<file path="src/rtl/turbo_puncture_serializer.sv">
// Buffers 3-bit turbo codewords and serializes them as sys/par1/par2 bits, with optional rate-1/2 puncturing and frame markers.
// Latency: push at edge N into an empty FIFO -> first bit valid after edge N+1. The bit stream stalls on !bit_ready, and cw_ready drops only when the FIFO is full.
module turbo_puncture_serializer #(
    parameter int DEPTH     = 4,
    parameter int FRAME_LEN = 8
) (
    input  logic       clk,
    input  logic       rst_n,
    input  logic [2:0] cw_in,
    input  logic       cw_valid,
    output logic       cw_ready,
    input  logic       punct_en,
    output logic       bit_out,
    output logic       bit_valid,
    input  logic       bit_ready,
    output logic       bit_sof,
    output logic       frame_done,
    output logic       overflow
);
    localparam int AW = (DEPTH > 1) ? $clog2(DEPTH) : 1;
    localparam int IW = (FRAME_LEN > 1) ? $clog2(FRAME_LEN) : 1;
    localparam logic [IW-1:0] IDX_LAST = IW'(FRAME_LEN - 1);

    typedef enum logic [1:0] {
        ST_IDLE,
        ST_SYS,
        ST_PAR1,
        ST_PAR2
    } state_t;

    logic [2:0]    fifo_mem_q [DEPTH];
    logic [2:0]    fifo_mem_d [DEPTH];
    logic [AW:0]   wr_ptr_q, wr_ptr_d;
    logic [AW:0]   rd_ptr_q, rd_ptr_d;
    state_t        state_q, state_d;
    logic [2:0]    cw_q, cw_d;
    logic [IW-1:0] idx_q, idx_d;
    logic          punct_q, punct_d;
    logic          bit_out_q, bit_out_d;
    logic          bit_valid_q, bit_valid_d;
    logic          bit_sof_q, bit_sof_d;
    logic          frame_done_q, frame_done_d;
    logic          overflow_q, overflow_d;

    logic          full, empty, push, pop, hs, cw_end;
    logic [2:0]    head;
    logic [IW-1:0] idx_next;

    assign full  = (wr_ptr_q[AW] != rd_ptr_q[AW]) && (wr_ptr_q[AW-1:0] == rd_ptr_q[AW-1:0]);
    assign empty = (wr_ptr_q == rd_ptr_q);
    assign head  = fifo_mem_q[rd_ptr_q[AW-1:0]];
    assign hs    = bit_valid_q & bit_ready;

    assign cw_ready   = rst_n & ~full;
    assign push       = cw_valid & cw_ready;
    assign bit_out    = bit_out_q;
    assign bit_valid  = bit_valid_q;
    assign bit_sof    = bit_sof_q;
    assign frame_done = frame_done_q;
    assign overflow   = overflow_q;

    always_comb begin
        fifo_mem_d = fifo_mem_q;
        wr_ptr_d   = wr_ptr_q;
        overflow_d = overflow_q | (cw_valid & ~cw_ready);
        if (push) begin
            fifo_mem_d[wr_ptr_q[AW-1:0]] = cw_in;
            wr_ptr_d = wr_ptr_q + (AW+1)'(1);
        end
    end

    always_comb begin
        state_d      = state_q;
        cw_d         = cw_q;
        idx_d        = idx_q;
        punct_d      = punct_q;
        bit_out_d    = bit_out_q;
        bit_valid_d  = bit_valid_q;
        bit_sof_d    = bit_sof_q;
        frame_done_d = 1'b0;
        pop          = 1'b0;
        cw_end       = 1'b0;
        idx_next     = idx_q;

        case (state_q)
            ST_IDLE: begin
                if (!empty) pop = 1'b1;
            end
            ST_SYS: begin
                if (hs) begin
                    bit_sof_d = 1'b0;
                    // Punctured odd codewords skip par1 and carry par2 instead.
                    if (!punct_q || !idx_q[0]) begin
                        state_d   = ST_PAR1;
                        bit_out_d = cw_q[1];
                    end else begin
                        state_d   = ST_PAR2;
                        bit_out_d = cw_q[2];
                    end
                end
            end
            ST_PAR1: begin
                if (hs) begin
                    if (!punct_q) begin
                        state_d   = ST_PAR2;
                        bit_out_d = cw_q[2];
                    end else begin
                        cw_end = 1'b1;
                    end
                end
            end
            ST_PAR2: begin
                if (hs) cw_end = 1'b1;
            end
            default: state_d = ST_IDLE;
        endcase

        if (cw_end) begin
            idx_next     = (idx_q == IDX_LAST) ? '0 : idx_q + IW'(1);
            idx_d        = idx_next;
            frame_done_d = (idx_q == IDX_LAST);
            if (!empty) begin
                pop = 1'b1;
            end else begin
                state_d     = ST_IDLE;
                bit_valid_d = 1'b0;
                bit_out_d   = 1'b0;
                bit_sof_d   = 1'b0;
            end
        end

        // Puncture mode is frozen for the whole frame at its first codeword.
        if (pop) begin
            state_d     = ST_SYS;
            cw_d        = head;
            bit_out_d   = head[0];
            bit_valid_d = 1'b1;
            bit_sof_d   = (idx_next == '0);
            if (idx_next == '0) punct_d = punct_en;
        end

        rd_ptr_d = rd_ptr_q + (AW+1)'(pop);
    end

    always_ff @(posedge clk) begin
        fifo_mem_q <= fifo_mem_d;
    end

    always_ff @(posedge clk) begin
        if (!rst_n) begin
            wr_ptr_q     <= '0;
            rd_ptr_q     <= '0;
            state_q      <= ST_IDLE;
            cw_q         <= '0;
            idx_q        <= '0;
            punct_q      <= 1'b0;
            bit_out_q    <= 1'b0;
            bit_valid_q  <= 1'b0;
            bit_sof_q    <= 1'b0;
            frame_done_q <= 1'b0;
            overflow_q   <= 1'b0;
        end else begin
            wr_ptr_q     <= wr_ptr_d;
            rd_ptr_q     <= rd_ptr_d;
            state_q      <= state_d;
            cw_q         <= cw_d;
            idx_q        <= idx_d;
            punct_q      <= punct_d;
            bit_out_q    <= bit_out_d;
            bit_valid_q  <= bit_valid_d;
            bit_sof_q    <= bit_sof_d;
            frame_done_q <= frame_done_d;
            overflow_q   <= overflow_d;
        end
    end
endmodule
</file>
<file path="config.mk">
export PLATFORM = sky130hd
export DESIGN_NAME = turbo_puncture_serializer
export DESIGN_NICKNAME = d
export VERILOG_FILES = /design/src/rtl/turbo_puncture_serializer.sv
export SDC_FILE = /design/constraint.sdc
export NUM_CORES = 1
export LEC_CHECK = 0
export ABC_AREA = 1
export CORE_MARGIN = 2
export CORE_UTILIZATION = 35
export CTS_CLUSTER_DIAMETER = 150
export DETAILED_ROUTE_END_ITERATION = 8
export PLACE_DENSITY = 0.62
export SYNTH_ARGS = -nofsm -noshare
export SYNTH_HDL_FRONTEND = slang
export SYNTH_SLANG_ARGS = --single-unit
export TNS_END_PERCENT = 100
</file>
<file path="constraint.sdc">
create_clock -name clk -period 1.6 [get_ports clk]
set_input_delay 0.32 -clock clk [delete_from_list [all_inputs] [get_ports clk]]
set_output_delay 0.32 -clock clk [all_outputs]
set_load 0.05 [all_outputs]
</file>
======== Yosys cells after proc, flatten, opt, wreduce, memory -nomap -nowiden ========
Cells that the tools add are included.
W data, S select, Z words.
cells by class
  add/sub/neg operators ................... 3
  magnitude comparators ................... 3
  eq/ne operators ......................... 7
  multiplexer cells ....................... 40
  bitwise gates (word level) .............. 10
  reductions and logical operators ........ 13
operators by type and width
  kind                   number
  $mux W1                24
  $mux W3                5
  $bwmux W12             1
  $mux W2                5
  $add A3 B1 Y3 const B  2
  $bmux W3 S2            1
  $demux W3 S2           1
  $ge A3 B3 Y1 const B   2
  $not A2 Y3             2
  $reduce_and A2 Y1      3
  $and A1 B1 Y1          4
  $eq A2 B2 Y1 const B   2
  $pmux W1 S2            2
  $pmux W2 S2            1
  $reduce_bool A2 Y1     2
  $add A3 B1 Y3          1
  $eq A3 B3 Y1           1
  $eq A3 B3 Y1 const B   1
  $logic_not A3 Y1       1
  $lt A3 B1 Y1 const B   1
  $not A1 Y1             3
  $eq A2 B1 Y1 const B   1
  $eq A2 B2 Y1           1
  $logic_and A1 B1 Y1    2
  other kinds (6)        7
storage, ports and cells
  flip-flop bits (word level) ............. 32
  bits of input ports ..................... 8
  output and inout port bits .............. 6
  word-level logic and storage cells ...... 92

======== Depth between registers and ports, before layout ========
  depth after elaboration ................. 8
  mapped depth ............................ 12
  gate-level depth less buffers ........... 12

======== Worst setup path after synthesis ========
OpenSTA, ideal clock, no wires.
  path kind ............................... flip-flop to flip-flop
  start point ............................. reg bit_valid_q (netlist: bit_valid)
  end point ............................... reg rd_ptr_q[2]
  setup time .............................. 0.129 ns
  arrival ................................. 1.659 ns
  data required time ...................... 1.471 ns
  path slack .............................. -0.188 ns
  cell stages (with the launch flop) ...... 9
  path buffers ............................ 0
  period minus slack after synthesis ...... 1.788 ns
  cells stage by stage .................... dfxtp_1 -> nand2_2 -> a21oi_2 -> o21ai_4 -> inv_4 -> ha_1 -> ha_1 -> xnor2_1 -> nor2_1
between the ends
  cells in the longest elaborated chain, start to end .. 5
  elaborated cells between the ends (all ways) .. 6
  those cells by class .................... add/sub: 1; mux: 4; bitwise: 1
ends and longest elaborated chain
  item                        RTL line  RTL
  start: declaration          40        logic bit_valid_q, bit_valid_d;
  start signal: assignment    170       bit_valid_q <= bit_valid_d;
  $and A1 B1 Y1 (*)           52        assign hs = bit_valid_q & bit_ready;
  $mux W1 (on tied branches)  113, 103
  $pmux W1 S2 (*)             85        case (state_q)
  $mux W1 (*)                 118       if (cw_end) begin
  $add A3 B1 Y3 (*)           142       rd_ptr_d = rd_ptr_q + (AW+1)'(pop);
  end signal: assignment      164       rd_ptr_q <= rd_ptr_d;
  end: declaration            34        logic [AW:0] rd_ptr_q, rd_ptr_d;
Mark *: on every way between the ends. The rest lies on a longest branch, timed or not.
A chain may end at the register's enable or synchronous reset.

======== Worst setup path after layout ========
  start point ............................. reg wr_ptr_q[1]
  end point ............................... out cw_ready
between the ends
  cells in the longest elaborated chain, start to end .. 4
ends and longest elaborated chain
  item                      RTL line  RTL
  start: declaration        33        logic [AW:0] wr_ptr_q, wr_ptr_d;
  start signal: assignment  163       wr_ptr_q <= wr_ptr_d;
  $eq A2 B2 Y1              49        assign full = (wr_ptr_q[AW] != rd_ptr_q[AW]) && (wr_ptr_q[AW-1:0] == rd_ptr_q[AW-1:0]);
  $logic_and A1 B1 Y1       49
  $not A1 Y1                54        assign cw_ready = rst_n & ~full;
  $and A1 B1 Y1             54
  end: declaration          11        output logic cw_ready,
No other way between the ends.

==> out/results.txt <==
Status -> finished with violations
Failing checks -> setup timing
Pwr/cell area -> 1259 mW/mm2
CP Max Fanout -> 4
Cell variety after synth -> 28
Std cell rows -> 24
Vias/cell -> 4.608
Pin count of the biggest net entering global routing -> 13
ANT nets after route -> 0
Area after DPL -> 0.002021 mm2
Synth area leader -> dfxtp_1
Final Cycle Share -> 103.2%
First-pass GRT wire length -> 5.747 mm
Dpl ws -> -0.1859 ns
Simple-Gate Fraction of Synth Area -> 22.87%
Vias -> 1387
Initial drt markers -> 48
Ys flop type -> dfxtp_1
Layout cells sized above 1 -> 38.15%
Largest family of logic cells by synthesized area -> simple AND/OR/NAND/NOR gates
Final #Nets -> 268
CTS Buf Count -> 5
CP endpoint kind -> output port
Multi-input gate area -> 835.8 um2
FF+latch area -> 759.5 um2
Layout Skew -> 0.003302 ns
CTS Sinks -> 31
Ys Warns -> 0
Synth Area in XOR/XNOR -> 2.087%
Initial antenna violation count -> 0
Syn_area_per_cell -> 8.433 um2
Hold Path Sink -> cw_q[1]$_SDFFE_PN0N_
Fillers -> 421
Actual slew at the worst max-slew pin -> 0.2700 ns
Final min period -> 1.651 ns
Area share of the largest cell type after synthesis -> 23.49%
Antenna cells -> 0
Worst EP arrival -> 1.33 ns
Gp weighted congestion -> 0.7970
Worst-path clk slew -> 0.08 ns
Final Util -> 52.10%
Synthesized flop and latch total -> 31
Post-Syn Instances -> 192
Final hold vios -> 0
Post-synthesis adder-cell area fraction -> 9.274%
Final count of pins violating max slew -> 0
Die area -> 0.005186 mm2
Multiplexer share of the synthesized area -> 0%
Global Route Usage Sum -> 14.58%
Final wirelength -> 3.578 mm
Worst reg2reg startpoint -> wr_ptr_q[1]$_SDFFE_PN0P_
VDD IR max -> 760.1 uV
Worst path required time -> 1.28 ns
Post-Syn Area -> 0.001619 mm2
Top-count cell post-synth -> nand2_1
Hold WS -> 0.4591 ns
List of most frequent post-synthesis cells -> 36 x nand2_1, 27 x inv_1, 22 x nor2_1
Remaining Overflow, GRT -> 0
Hold crit path type -> flip-flop to flip-flop
Post-Place Cells -> 278
I/O Pins -> 14
Post-route DRC -> 0
Vias in the first global route -> 1329
Initial Util -> 36.68%
Hold Path Depth -> 2
Die height -> 72.02 um
Later-pin clock latency in the skew report -> 0.29 ns
Design area -> 0.002300 mm2
Synth async-reset ratio -> 0%
Mapped Nets -> 212
Non-filler cells, final -> 301
Sequential area share after synthesis -> 45.75%
Max cap viols -> 0
Flop2flop setup slack -> 0.04 ns
DR pass1 iterations -> 4
Max_slew headroom -> 82.00%
H-tree levels -> 2
F_max -> 605.7 MHz
Hold buffer count at CTS -> 0
Max clock buf depth -> 2
Final setup violation count -> 1
CTS tree -> built
Area growth syn-to-layout -> 42.04%
Post-synthesis compound-gate area fraction -> 11.51%
R2R Path End -> fifo_mem_q[6]$_DFFE_PP_
Area contributors post-synth -> dfxtp_1 23%, edfxtp_1 22%, ha_1 9.3%
LEAKAGE -> 1.019 nW
Wire length per cell -> 11.89 um
Number of flops mapped to enable cells by yosys -> 12
R2R depth -> 8
CORE AREA -> 0.004414 mm2
HP Start -> cw_q[1]$_SDFFE_PN0N_
Critical path class -> flip-flop to output port
IO buf count -> 13
RSZ-0062 raised after global routing -> yes
Startpoint Class -> flip-flop
PnR worst setup slack -> -0.05095 ns
Detailed-placement wirelength estimate -> 2.488 mm
Die X-Extent -> 72.02 um
CTS root buf -> clkbuf_8
==> final cells by class <==
class | count | share of cell area [%]
Tap cell | 52 | 2.829
Clock inverter | 3 | 1.034
Sequential cell | 31 | 33.02
Multi-Input combinational cell | 129 | 36.34
Timing Repair Buffer | 52 | 18.82
Inverter | 29 | 4.951
Clock buffer | 5 | 2.992
==> power breakdown <==
group	total, mW	switching [mW]	internal (mW)
combinational	1.21	0.691	0.517
sequential	1.04	0.0894	0.946
clock	0.653	0.343	0.311
total	2.90	1.12	1.77
==> critical path, stage by stage, from the launching register on <==
cell,delay (ns)
dfxtp_4,0.36
inv_2,0.06
nand2_2,0.05
nand2_2,0.07
nand4_1,0.15
nand2_1,0.14
inv_2,0.06
buf_12,0.14
==> flip-flops by register name, indices dropped and copies added (netlist names) <==
name,count
bit_out,1
wr_ptr_q,3
idx_q,3
bit_valid,1
punct_q,1
bit_sof,1
cw_q,2
overflow,1
fifo_mem_q,12
frame_done,1
rd_ptr_q,3
state_q,2
==> timing repair <==
item / 4_1_cts / 5_1_grt
setup buffers: 11 / 4
gates resized for setup: 9 / 18
pin swaps: 6 / 12
setup endpoints to repair: 2 / 18
==> cell usage in the layout, fill, tap and decap left out, drive strengths merged <==
cell type	n
buf	45
nor2	23
nand4	2
nand2	41
edfxtp	12
o21ai	12
clkdlybuf4s50	7
o211ai	1
clkbuf	5
ha	12
xor2	1
clkinvlp	2
nor3	1
a21oi	15
o22ai	2
nand3b	1
dfxtp	19
nand3	15
xnor2	2
a211oi	1
inv	30
==> through the flow <==
stage / TNS, ns / power, mW
floorplan: -0.01634 / 1.768
global placement: -0.9341 / 2.123
detailed placement: -1.058 / 2.135
CTS: -0.01151 / 2.854
global route: -0.4026 / 3.079
finish: -0.05095 / 2.896
==> cells by family after synthesis <==
family / Yosys count
and+or+nand+nor: 83
xor gates and xnor gates: 3
DFF: 31
buffers and inverters: 32
AOI/OAI and AO/OA: 31
adders and majority gates: 12
==> per-layer routing <==
metal	share of wire (%)	GRT usage, %	wire, um	vias to the layer above
met2	50	24.69	1786	24
met5	0	0	0	-
met4	1.7	7.547	61	0
met3	3.5	3.333	127	5
li1	-	-	-	737
met1	45	17.26	1603	621
==> worst max path at each step <==
stage | from | endpoint | cells past startpoint
3_3_place_gp | bit_ready | rd_ptr_q[1]$_SDFF_PN0_ | 9
3_5_place_dp | bit_ready | rd_ptr_q[2]$_SDFF_PN0_ | 9
2_1_floorplan | state_q[0]$_SDFF_PN0_ | rd_ptr_q[2]$_SDFF_PN0_ | 10
4_1_cts | rd_ptr_q[1]$_SDFF_PN0_ | cw_ready | 7
5_1_grt | wr_ptr_q[1]$_SDFFE_PN0P_ | cw_ready | 7
6_report | wr_ptr_q[1]$_SDFFE_PN0P_ | cw_ready | 7
(Power assumes the default switching activity.)
